`config.mk`:
```
export PLATFORM = sky130hd
export DESIGN_NAME = apb_rgb_pixel_packer
export DESIGN_NICKNAME = d
export VERILOG_FILES = /design/src/rtl/apb_rgb_pixel_packer.sv
export SDC_FILE = /design/constraint.sdc
export NUM_CORES = 1
export LEC_CHECK = 0
export CORE_ASPECT_RATIO = 1.1
export CORE_UTILIZATION = 55
export DETAILED_ROUTE_END_ITERATION = 6
export PLACE_DENSITY = 0.86
export SLEW_MARGIN = 20
export SYNTH_ARGS = -nofsm -noshare
export SYNTH_HDL_FRONTEND = slang
export SYNTH_SLANG_ARGS = --single-unit
```
`constraint.sdc`:
```
create_clock -name PCLK -period 6.5 [get_ports PCLK]
set_input_delay 0.975 -clock PCLK [delete_from_list [all_inputs] [get_ports PCLK]]
set_output_delay 0.975 -clock PCLK [all_outputs]
set_load 0.03 [all_outputs]
```
`src/rtl/apb_rgb_pixel_packer.sv`:
```
// apb_rgb_pixel_packer
//   APB slave that collects single colour bytes (R, then G, then B) and packs
//   each completed triple into a 24-bit pixel.  Packed pixels go into a
//   first-word-fall-through FIFO that feeds a downstream grayscale core with
//   a valid/ready handshake.
//
// Ports
//   PCLK, PRESETn      clock (rising edge), asynchronous active-low reset
//   PADDR..PSTRB       APB requester inputs (PPROT is accepted but ignored)
//   PREADY             combinational; stalls only a B write into a full FIFO
//   PSLVERR            data write with PSTRB[0]=0
//   PRDATA             {16'h0, fifo_count[7:0], 6'h0, phase[1:0]} on reads
//   pix_valid/pix_data FIFO head, {R,G,B}
//   pix_ready          downstream accept; pops the head when pix_valid=1
//   pix_count          pixels pushed since reset or the last flush
module apb_rgb_pixel_packer #(
  parameter int unsigned            ADDR_WIDTH = 32,
  parameter int unsigned            DATA_WIDTH = 32,
  parameter int unsigned            STRB_WIDTH = 4,
  parameter int unsigned            FIFO_DEPTH = 4,
  parameter logic [ADDR_WIDTH-1:0]  CTRL_ADDR  = 32'hFFFF_FFF0
) (
  input  logic                  PCLK,
  input  logic                  PRESETn,
  input  logic [ADDR_WIDTH-1:0] PADDR,
  input  logic [2:0]            PPROT,
  input  logic                  PSEL,
  input  logic                  PENABLE,
  input  logic                  PWRITE,
  input  logic [DATA_WIDTH-1:0] PWDATA,
  input  logic [STRB_WIDTH-1:0] PSTRB,
  output logic                  PREADY,
  output logic                  PSLVERR,
  output logic [DATA_WIDTH-1:0] PRDATA,
  output logic                  pix_valid,
  output logic [23:0]           pix_data,
  input  logic                  pix_ready,
  output logic [31:0]           pix_count
);

  localparam int unsigned AW = $clog2(FIFO_DEPTH);

  typedef enum logic [1:0] {
    PH_R = 2'd0,
    PH_G = 2'd1,
    PH_B = 2'd2
  } phase_e;

  phase_e          phase, phase_nxt;
  logic [7:0]      r_q, g_q, b_q;
  logic [23:0]     mem [FIFO_DEPTH];
  logic [AW-1:0]   wr_ptr, rd_ptr;
  logic [AW:0]     count;

  logic access, is_ctrl, data_wr, full, done;
  logic wr_ok, flush, rd_done;
  logic ld_r, ld_g, push, pop;
  logic [31:0] rd_word;
  logic unused_ok;

  assign unused_ok = ^{PPROT, PWDATA[DATA_WIDTH-1:8], PSTRB[STRB_WIDTH-1:1]};

  assign access  = PSEL & PENABLE;
  assign is_ctrl = (PADDR == CTRL_ADDR);
  assign data_wr = access & PWRITE & ~is_ctrl;
  assign full    = (count == (AW+1)'(FIFO_DEPTH));

  // The only wait state: a B-byte write that would push into a full FIFO.
  // A pop in the same cycle does not release it; the write completes the
  // cycle after space appears.
  assign PREADY  = access & ~(data_wr & (phase == PH_B) & full);
  assign done    = access & PREADY;

  assign wr_ok   = done & data_wr & PSTRB[0];
  assign PSLVERR = done & data_wr & ~PSTRB[0];
  assign flush   = done & PWRITE & is_ctrl & PWDATA[0];
  assign rd_done = done & ~PWRITE;

  assign pix_valid = (count != '0);
  assign pix_data  = mem[rd_ptr];
  assign pop       = pix_valid & pix_ready;

  assign rd_word = {16'h0, 8'(count), 6'h0, phase};
  assign PRDATA  = rd_done ? DATA_WIDTH'(rd_word) : '0;

  // Byte-phase FSM: state register
  always_ff @(posedge PCLK or negedge PRESETn) begin
    if (!PRESETn) phase <= PH_R;
    else          phase <= phase_nxt;
  end

  // Byte-phase FSM: next state
  always_comb begin
    phase_nxt = phase;
    if (flush) begin
      phase_nxt = PH_R;
    end else if (wr_ok) begin
      unique case (phase)
        PH_R:    phase_nxt = PH_G;
        PH_G:    phase_nxt = PH_B;
        default: phase_nxt = PH_R;
      endcase
    end
  end

  // Byte-phase FSM: outputs
  always_comb begin
    ld_r = 1'b0;
    ld_g = 1'b0;
    push = 1'b0;
    unique case (phase)
      PH_R:    ld_r = wr_ok;
      PH_G:    ld_g = wr_ok;
      default: push = wr_ok;
    endcase
  end

  always_ff @(posedge PCLK or negedge PRESETn) begin
    if (!PRESETn) begin
      r_q <= '0;
      g_q <= '0;
      b_q <= '0;
    end else begin
      if (ld_r) r_q <= PWDATA[7:0];
      if (ld_g) g_q <= PWDATA[7:0];
      if (push) b_q <= PWDATA[7:0];
    end
  end

  // FIFO storage; entries are cleared on reset so pix_data reads 0 out of reset
  always_ff @(posedge PCLK or negedge PRESETn) begin
    if (!PRESETn) begin
      for (int unsigned i = 0; i < FIFO_DEPTH; i++) mem[i] <= '0;
    end else if (push && !flush) begin
      mem[wr_ptr] <= {r_q, g_q, PWDATA[7:0]};
    end
  end

  // Pointers, occupancy and pixel counter; a flush overrides any push/pop
  always_ff @(posedge PCLK or negedge PRESETn) begin
    if (!PRESETn) begin
      wr_ptr    <= '0;
      rd_ptr    <= '0;
      count     <= '0;
      pix_count <= '0;
    end else if (flush) begin
      wr_ptr    <= '0;
      rd_ptr    <= '0;
      count     <= '0;
      pix_count <= '0;
    end else begin
      if (push) begin
        wr_ptr    <= wr_ptr + AW'(1);
        pix_count <= pix_count + 32'd1;
      end
      if (pop) rd_ptr <= rd_ptr + AW'(1);
      case ({push, pop})
        2'b10:   count <= count + (AW+1)'(1);
        2'b01:   count <= count - (AW+1)'(1);
        default: count <= count;
      endcase
    end
  end

endmodule

```
# ---- Yosys cells after proc, flatten, opt, wreduce, memory -nomap -nowiden
# Cells that the tools add are included.
dict set report word_totals {
  inputBits 77
  elab_cells 77
  reg_bits 153
}
dict set report op_classes {
  n_reduce_logical 10
  mux 21
  order_cmp 3
  bitwise 21
  n_addsub 5
  n_eq_ne 6
}
# op count
set ops {}
lappend ops {{$bwmux 96} 1}
lappend ops {{$mux 24} 3}
lappend ops {{$mux 32} 2}
lappend ops {{$bmux 24 s2} 1}
lappend ops {{$demux 24 s2} 1}
lappend ops {{$add 32x1->32 const B} 1}
lappend ops {{$eq 32x32->1 const B} 1}
lappend ops {{$and 1x1->1} 15}
lappend ops {{$mux 2} 6}
lappend ops {{$mux 11} 1}
lappend ops {{$ge 3x3->1 const B} 2}
lappend ops {{$not 2->3} 2}
lappend ops {{$pmux 3 s2} 1}
lappend ops {{$reduce_bool 2->1} 3}
lappend ops {{$reduce_bool 3->1} 2}
lappend ops {{$add 2x1->2 const B} 2}
lappend ops {{$eq 2x1->1 const B} 2}
lappend ops {{$eq 2x2->1 const B} 2}
lappend ops {{$not 1->1} 4}
lappend ops {{$pmux 2 s2} 1}
lappend ops {{$add 3x1->3 const B} 1}
lappend ops {{$eq 3x3->1 const B} 1}
lappend ops {{$lt 3x1->1 const B} 1}
lappend ops {{$mux 1} 3}
lappend ops {{other kinds (6)} 7}

# ---- Depth between registers and ports, before layout
dict set report logic_depth {
  ltp_word 14
  ltp_mapped 9
  ltp_nobuf 9
}

# ---- Worst setup path after synthesis
# Ideal clock, no wire load.
dict set report synth_path {
  path_kind {input-to-output}
  startpoint {input port PADDR[2]}
  endpoint {output port PSLVERR}
  n_path_buf 0
  slack_ns 2.617
  arrival_time_ns 2.908
  stages 4
  required_ns 5.525
  cell_sequence {nand4bb_2 > nor4_4 > and2_4 > a2111oi_0}
}
dict set report synth_between {
  elab_chain_cells 10
}
# element line_no
set synth_rtl {}
lappend synth_rtl {{start: declaration} 25} ;# input logic [ADDR_WIDTH-1:0] PADDR,
lappend synth_rtl {{$eq 32x32->1 *} 64} ;# assign is_ctrl = (PADDR == CTRL_ADDR);
lappend synth_rtl {{$not 1->1 *} 65} ;# assign data_wr = access & PWRITE & ~is_ctrl;
lappend synth_rtl {{$and 1x1->1 *} 65}
lappend synth_rtl {{$and 1x1->1 (2 in series)} 71} ;# assign PREADY = access & ~(data_wr & (phase == PH_B) & full);
lappend synth_rtl {{$not 1->1} 71}
lappend synth_rtl {{$and 1x1->1} 71}
lappend synth_rtl {{$and 1x1->1} 72} ;# assign done = access & PREADY;
lappend synth_rtl {{$and 1x1->1 * (2 in series)} 75} ;# assign PSLVERR = done & data_wr & ~PSTRB[0];
lappend synth_rtl {{end: declaration} 33} ;# output logic PSLVERR,
# Mark *: on every way between the ends. The rest lies on a longest branch, timed or not.

# ---- Worst setup path in the final report
dict set report layout_path {
  startpoint {input port PADDR[16]}
  endpoint {output port PREADY}
}
dict set report layout_between {
  elab_chain_cells 7
}
# element line_no
set layout_rtl {}
lappend layout_rtl {{$eq 32x32->1} 64}
lappend layout_rtl {{$not 1->1} 65}
lappend layout_rtl {{$and 1x1->1} 65}
lappend layout_rtl {{$and 1x1->1 (2 in series)} 71}
lappend layout_rtl {{$not 1->1} 71}
lappend layout_rtl {{$and 1x1->1} 71}
lappend layout_rtl {{end: declaration} 32} ;# output logic PREADY,
# No other way between the ends.

==> results.md <==
* Post-route antenna net violation count at 0
* Starting DRC count in detailed routing at 255
* Count of warnings emitted by yosys at 0
* Most common cell after layout, fill and taps aside: sky130_fd_sc_hd__dfrtp_1
* Count of filler cells inserted in the layout at a little under 900
* Clk buf depth at 2
* Data arrival time of the critical path at roughly 3.2 ns
* Maximum number of pins on one net before global-route repair at 79
* Min-Delay Path Class: reg -> reg
* Run status: complete, no violations
* Area overhead of the layout relative to synthesis at 22.8%
* Setup slack at placement at between 2 and 2.5 ns
* Proportion of layout cells with a drive suffix above 1 at 0.282
* Source-to-sink clock delay at the later pin of the worst-skew pair at approximately 0.43 ns
* Min cycle time layout at 4.14 ns
* Post-layout worst setup margin at 2.36 ns
* Slew @ Worst Pin at around 0.94 ns
* Initial Utilization at 0.572
* Post-synth top flop: sky130_fd_sc_hd__dfrtp_1
* Syn Inst Count at between 500 and 600
* Routed length per instance at a little under 20 um
* Cell area after placement at a little under 9000 um2
* Diode count at 0
* Chip width at ~110 um
* TritonCTS clock tree: yes
* Hold Crit Depth at 1
* CP Buf/Inv Count at 2
* Worst Path Required at 5.52 ns
* Accumulated negative setup slack at 0 ns
* Hold slack at 0.503 ns
* Reg2reg setup slack at ~4.0 ns
* Die footprint at between 10000 and 15000 um2
* Gr ovfl total at 0
* Core ar. at approximately 13000 um2
* Slowest CP cell: sky130_fd_sc_hd__clkdlybuf4s50_1
* Vias per cell at roughly 5.7
* CTS sink count at ~150
* Critical path capture point type: output pin
* Cell seen most often among critical-path stages: sky130_fd_sc_hd__clkdlybuf4s50_1
* Hold violation total from the final report at 0
* Synth cell types at 48
* Global-route wire length before repair at roughly 28 mm
* Via count at between 4000 and 5000
* List of cells traversed by the critical path: clkdlybuf4s50_1 -> nand4_1 -> nor4_4 -> a21oi_2 -> a31oi_1 -> clkdlybuf4s50_1
* Number of levels the H-tree was split into at 4
* Number of placement rows at 44
* Clock slew seen by the registers of the worst setup and hold paths at approximately 0.06 ns
* Post-CTS Setup Repair Bufs at 0
* Total of flip-flops plus latches after synthesis at 153
* Async set-or-reset flop fraction in the synthesized netlist at 1.00
* Clk_skew at 0.00960 ns
* Sum of net half-perimeters after detailed placement at ~11 mm
* Most frequent cells in the layout: sky130_fd_sc_hd__dfrtp_1, sky130_fd_sc_hd__clkdlybuf4s50_1, sky130_fd_sc_hd__mux2_4
* Number of global-route vias before repair at about 5200
* Portion of the post-synthesis area used by sequential elements at 0.500
* GRT Resource Usage Total at 0.252
* Number of buffers added to fix hold violations after cts at 0
* Net count of the finished layout at 740
* Cell area after synthesis at ~7700 um2
* Quantity of gates resized following cts at 0
* Max-slew violations at 0
* Delay-heaviest family, CP: buffers and inverters
* Avg Inst Size Synth at approximately 14 um2
* Reported max-cap violation count at 0
* Worst setup path class: in -> out
* Final number of setup-violating endpoints at 0
* Total wire length after detailed routing at ~17 mm
* Final design utilization at 0.703
* Initial antenna violation count at 0
* Power density over the cells at ~340 nW/um2
* EDFF count, synth at 0
* Worst path depth at 6
* Worst rel slew slack at 0.368
* Maximum clock frequency at approximately 0.24 GHz
* Worst-path fanout max at 4
* Layout Cell Area excl Fill at 9400 um2
* Worst-case vdd ir drop at 0.249 mV
* Leakage power at 4.54 nW
* Unrepaired setup endpoints after global routing: no
* CTS buffer count at 17
* I/O pin total at about 170
* Die extent in y at roughly 130 um
* Number of cells on the worst reg-to-reg path at 8
* CP Launch Type: input pin
* Buffers added on ports at between 100 and 150
* Final worst-path cycle share at 0.638
* Detailed Routing Iterations Pass 1 at 4
* Number of design rule violations left after detail routing at 0
* Clock root buffer: sky130_fd_sc_hd__clkbuf_16
* Final weighted congestion of routability-driven global placement at approximately 0.82
* Delay of the slowest cell on the worst path at about 0.73 ns
-- through the flow --
step                std cells  power, mW
global placement          822       2.10
finish                    854       3.20
global route              854       3.34
CTS                       854       3.22
floorplan                 573       1.88
detailed placement        822       2.15
-- cell usage after synthesis, types with 8 or more instances --
cell type,count,area share
sky130_fd_sc_hd__buf_6,8,0.012
sky130_fd_sc_hd__mux2_2,32,0.047
sky130_fd_sc_hd__clkbuf_1,9,0.0044
sky130_fd_sc_hd__nor2_1,33,0.016
sky130_fd_sc_hd__and2_1,11,0.0090
sky130_fd_sc_hd__dfrtp_1,153,0.50
sky130_fd_sc_hd__a21oi_1,9,0.0059
sky130_fd_sc_hd__nand2_1,18,0.0088
sky130_fd_sc_hd__buf_4,27,0.026
sky130_fd_sc_hd__mux2_4,80,0.16
sky130_fd_sc_hd__and3_1,12,0.0098
sky130_fd_sc_hd__nand4_1,22,0.018
sky130_fd_sc_hd__nand3_1,16,0.010
sky130_fd_sc_hd__xor2_1,23,0.026
sky130_fd_sc_hd__mux4_2,24,0.071
-- state kept, by name, indices dropped and copies added, names as in the netlist --
| signal | count |
|---|---|
| mem | 96 |
| pix_count | 32 |
| g_q | 8 |
| r_q | 8 |
| count | 3 |
| phase | 2 |
| rd_ptr | 2 |
| wr_ptr | 2 |
-- worst reg2reg max path: stages, from the launching register on --
cell,delay (ns)
sky130_fd_sc_hd__dfrtp_1,0.47
sky130_fd_sc_hd__or4b_1,0.18
sky130_fd_sc_hd__nand2_1,0.13
sky130_fd_sc_hd__nor3_4,0.48
sky130_fd_sc_hd__nor2_1,0.12
sky130_fd_sc_hd__fa_1,0.41
sky130_fd_sc_hd__a211o_1,0.29
sky130_fd_sc_hd__a21o_1,0.19
sky130_fd_sc_hd__a21oi_2,0.13
-- path summary, 6_finish.rpt --
path,from,endpoint
max in group asynchronous,PRESETn,pix_count[16]$_DFFE_PN0P_
hold reg to reg,mem[30]$_DFFE_PN0P_,mem[30]$_DFFE_PN0P_
min in group asynchronous,PRESETn,mem[7]$_DFFE_PN0P_
hold / removal,mem[30]$_DFFE_PN0P_,mem[30]$_DFFE_PN0P_
setup / recovery,PADDR[16],PREADY
setup reg to reg,phase[0]$_DFFE_PN0P_,count[2]$_DFFE_PN0P_
-- logic make-up (layout without fill, tap and decap cells) --
logic type      Yosys count  after routing  synth area share
compound gates           30             30            0.0260
xor+xnor                 26             26            0.0298
fa+ha+maj                 6              6            0.0108
buf+inv                  55            152            0.0491
flops                   153            153             0.500
mux                     136            136             0.275
other cells               1             27          0.000490
simple gates            140            140             0.109
-- area by class of cell --
| class | instances | area [um2] | share of cell area |
|---|---|---|---|
| Timing Repair Buffer | 116 | 1150 | 0.122 |
| Clock inverter | 13 | 190 | 0.0202 |
| Tap cell | 184 | 230 | 0.0245 |
| Sequential cell | 153 | 3830 | 0.407 |
| Clock buffer | 19 | 443 | 0.0471 |
| Inverter | 4 | 15.0 | 0.00160 |
| Multi-Input combinational cell | 365 | 3540 | 0.377 |
-- power breakdown --
group / leakage, nW / internal (mW) / switching [mW] / total (mW)
combinational: 2.17 / 0.440 / 0.399 / 0.838
clock: 0.297 / 0.656 / 0.405 / 1.06
sequential: 2.07 / 1.13 / 0.176 / 1.30
-- routing by layer --
metal	part of all wire	track usage	routed length (um)	vias up
li1	-	-	-	2144
met1	0.41	0.313	6860	2516
met2	0.52	0.428	8790	160
met3	0.053	0.0587	892	29
met4	0.019	0.0940	318	0
met5	0	0	0	-
(Power assumes the default switching activity.)
==> RTL edit (config.mk and constraints unchanged) <==
Make the reset (`PRESETn`) synchronous in 4 clocked blocks. Comments in the files are not updated.
--- a/src/rtl/apb_rgb_pixel_packer.sv
+++ b/src/rtl/apb_rgb_pixel_packer.sv
@@ -86,3 +86,3 @@
   // Byte-phase FSM: state register
-  always_ff @(posedge PCLK or negedge PRESETn) begin
+  always_ff @(posedge PCLK) begin
     if (!PRESETn) phase <= PH_R;
@@ -117,3 +117,3 @@
 
-  always_ff @(posedge PCLK or negedge PRESETn) begin
+  always_ff @(posedge PCLK) begin
     if (!PRESETn) begin
@@ -130,3 +130,3 @@
   // FIFO storage; entries are cleared on reset so pix_data reads 0 out of reset
-  always_ff @(posedge PCLK or negedge PRESETn) begin
+  always_ff @(posedge PCLK) begin
     if (!PRESETn) begin
@@ -139,3 +139,3 @@
   // Pointers, occupancy and pixel counter; a flush overrides any push/pop
-  always_ff @(posedge PCLK or negedge PRESETn) begin
+  always_ff @(posedge PCLK) begin
     if (!PRESETn) begin
Behaviour: differs if PRESETn is asserted again (counterexample within 4 cycles, from zero or initial values and one cycle with PRESETn low); with PRESETn held inactive, the same outputs for 4 cycles.
==> RTL edit against the unedited design <==
- non-clock buffer count up 8
- routed wire length down 7.3%
- worst setup slack worse by 0.23 ns
- design area down 5.9%
- register-to-register slack worse by 0.55 ns
- area after synthesis down 7.3%
- critical path depth up 1
- sequential cell count up 2
- sequential share of layout area up 5.2 points
Power is not compared: it rests on default switching activity, and its combinational part moved more than twofold at a synthesized area within 25%.
==> RTL edit: results (changes against the unedited design) <==
Outcome
  – Status: finished clean

Worst setup path
  – Critical Path Fanout Max: 19 (+15)
  – Worst path max stage delay: 0.69 ns (-0.04 ns)
  – Worst R2R Start: phase[0]
  – Critical-path top delay cell: clkdlybuf4s50_1
  – Launch point of the worst path: PADDR[1]
  – Data arrival time of the worst path: 3.40 ns (+0.23 ns)

Synth
  – Async SR Flop Fraction: 0% (-100 points)
  – Synth warn: 0 (unchanged)
  – Largest cells by area after synthesis: edfxtp_1 41%, dfxtp_1 17%, and2_1 8.7%, mux4_2 7.6%, buf_4 2.9%
  – List of most frequent post-synthesis cells: 99 x and2_1, 96 x edfxtp_1, 59 x dfxtp_1, 31 x nor2_1, 27 x buf_4
  – Number of flops mapped to enable cells by yosys: 96 (+96)
  – Synth Instances: 587 (+7.3%)
  – Yosys cell types: 45 (-6.3%)
  – Sequential fraction of the synthesis area: 57.3% (+7.2 points)

Routing
  – Via count: 4920 (+1.5%)
  – Drt pass-1 iters: 4 (unchanged)
  – DR iter-0 viols: 284 (+11%)
  – Final WL: 15600 um (-7.3%)

GRT
  – First-pass GRT wire length: 24700 um (-11%)
  – Largest net degree at the start of global routing: 43 (-46%)
  – Number of global-route vias before repair: 5167 (-1.4%)
  – GRT Total Usage: 25.0% (-0.19 points)
  – Initial antenna violation count: 0 (unchanged)

Min path
  – Worst Hold Launch: r_q[7]
  – Hold Path Class: reg2reg

Clock network
  – Clock Path Buffers: 2 (unchanged)
  – TritonCTS Buffers: 17 (unchanged)
  – Clk root buf: clkbuf_16
  – CTS clock-pin slew for the worst setup and hold paths: 0.06 ns (about the same)
  – Post-CTS setup buffers: 0 (unchanged)
  – Clock Latency Late Sink: between 0.4 and 0.5 ns
  – Resize count post-CTS: 0 (unchanged)
  – H-Tree Depth: 4 (unchanged)

Power and ir drop
  – Peak VDD IR: approximately 0.2 mV
  – Flop pwr share: 51.4%
  – Sw Pwr: 0.452 mW
  – LEAKAGE: 2.99 nW
  – Part of the power in the clock network: 42.9%

Cells and area
  – Biggest regs: mem (96), pix_count (32)
  – Post-layout nets: 780 (+5.4%)
  – Diode count: 0 (unchanged)
  – Fillcell total: 874 (unchanged)
  – Share of cells above drive strength 1: 11.2% (-17 points)
  – Cell Count, Final, Fillers Out: 870 (+1.9%)

Placement
  – Dpl cells: 838 (+1.9%)
  – Port Buffers: 110 (unchanged)
  – Detailed placement HPWL: 10300 um (-6.0%)
  – RePlAce Congestion: 0.854 (+4.3%)

Timing
  – Skew final: 0.0112 ns (+0.00161 ns)
  – Slew @ Worst Pin: 0.681 ns (-0.262 ns)
[RTL edit: routing by layer]
metal | share of wire (%) | vias up | track usage (%)
li1 | - | 2310 | -
met1 | 39 | 2433 | 27.9
met2 | 54 | 155 | 44.1
met3 | 5.7 | 22 | 7.41
met4 | 1.5 | 0 | 9.62
met5 | 0 | - | 0
[RTL edit: cells by family after synthesis]
| logic type | synth area share, % |
|---|---|
| buf+inv | 5.13 |
| flops | 57.3 |
| xor+xnor | 2.59 |
| mux | 8.89 |
| simple gates | 19.2 |
| fa+ha+maj | 0.635 |
| compound gates | 6.24 |
| other cells | 0.0529 |
[RTL edit: worst paths after layout]
check	endpoint	slack [ns]	cells past startpoint
worst max register to register	count[2]	3.47	11
worst min-delay path	r_q[7]	0.50	2
worst max-delay path	PREADY	2.12	7
worst min register to register	r_q[7]	0.50	2
[RTL edit: worst max-delay path, delay by kind of cell]
| family | cells | cell delay (ns) |
|---|---|---|
| buf+inv | 3 | 1.35 |
| simple gates | 3 | 0.89 |
| compound gates | 1 | 0.19 |
[RTL edit: through the flow]
| stage | setup WS [ns] | power (mW) | cell area [um2] |
|---|---|---|---|
| floorplan | 2.50 | 1.16 | 7190 |
| detailed placement | 2.16 | 1.21 | 8310 |
| finish | 2.12 | 2.08 | 8850 |
| CTS | 2.12 | 2.09 | 8850 |
| global placement | 2.15 | 1.20 | 8310 |
| global route | 2.04 | 2.15 | 8850 |
[RTL edit: layout make-up]
type                            count  area share [%]
Sequential cell                   155            45.9
Tap cell                          157            2.22
Inverter                           13           0.551
Timing Repair Buffer              124            13.6
Multi-Input combinational cell    389            31.6
Clock inverter                     13            1.17
Clock buffer                       19            4.89
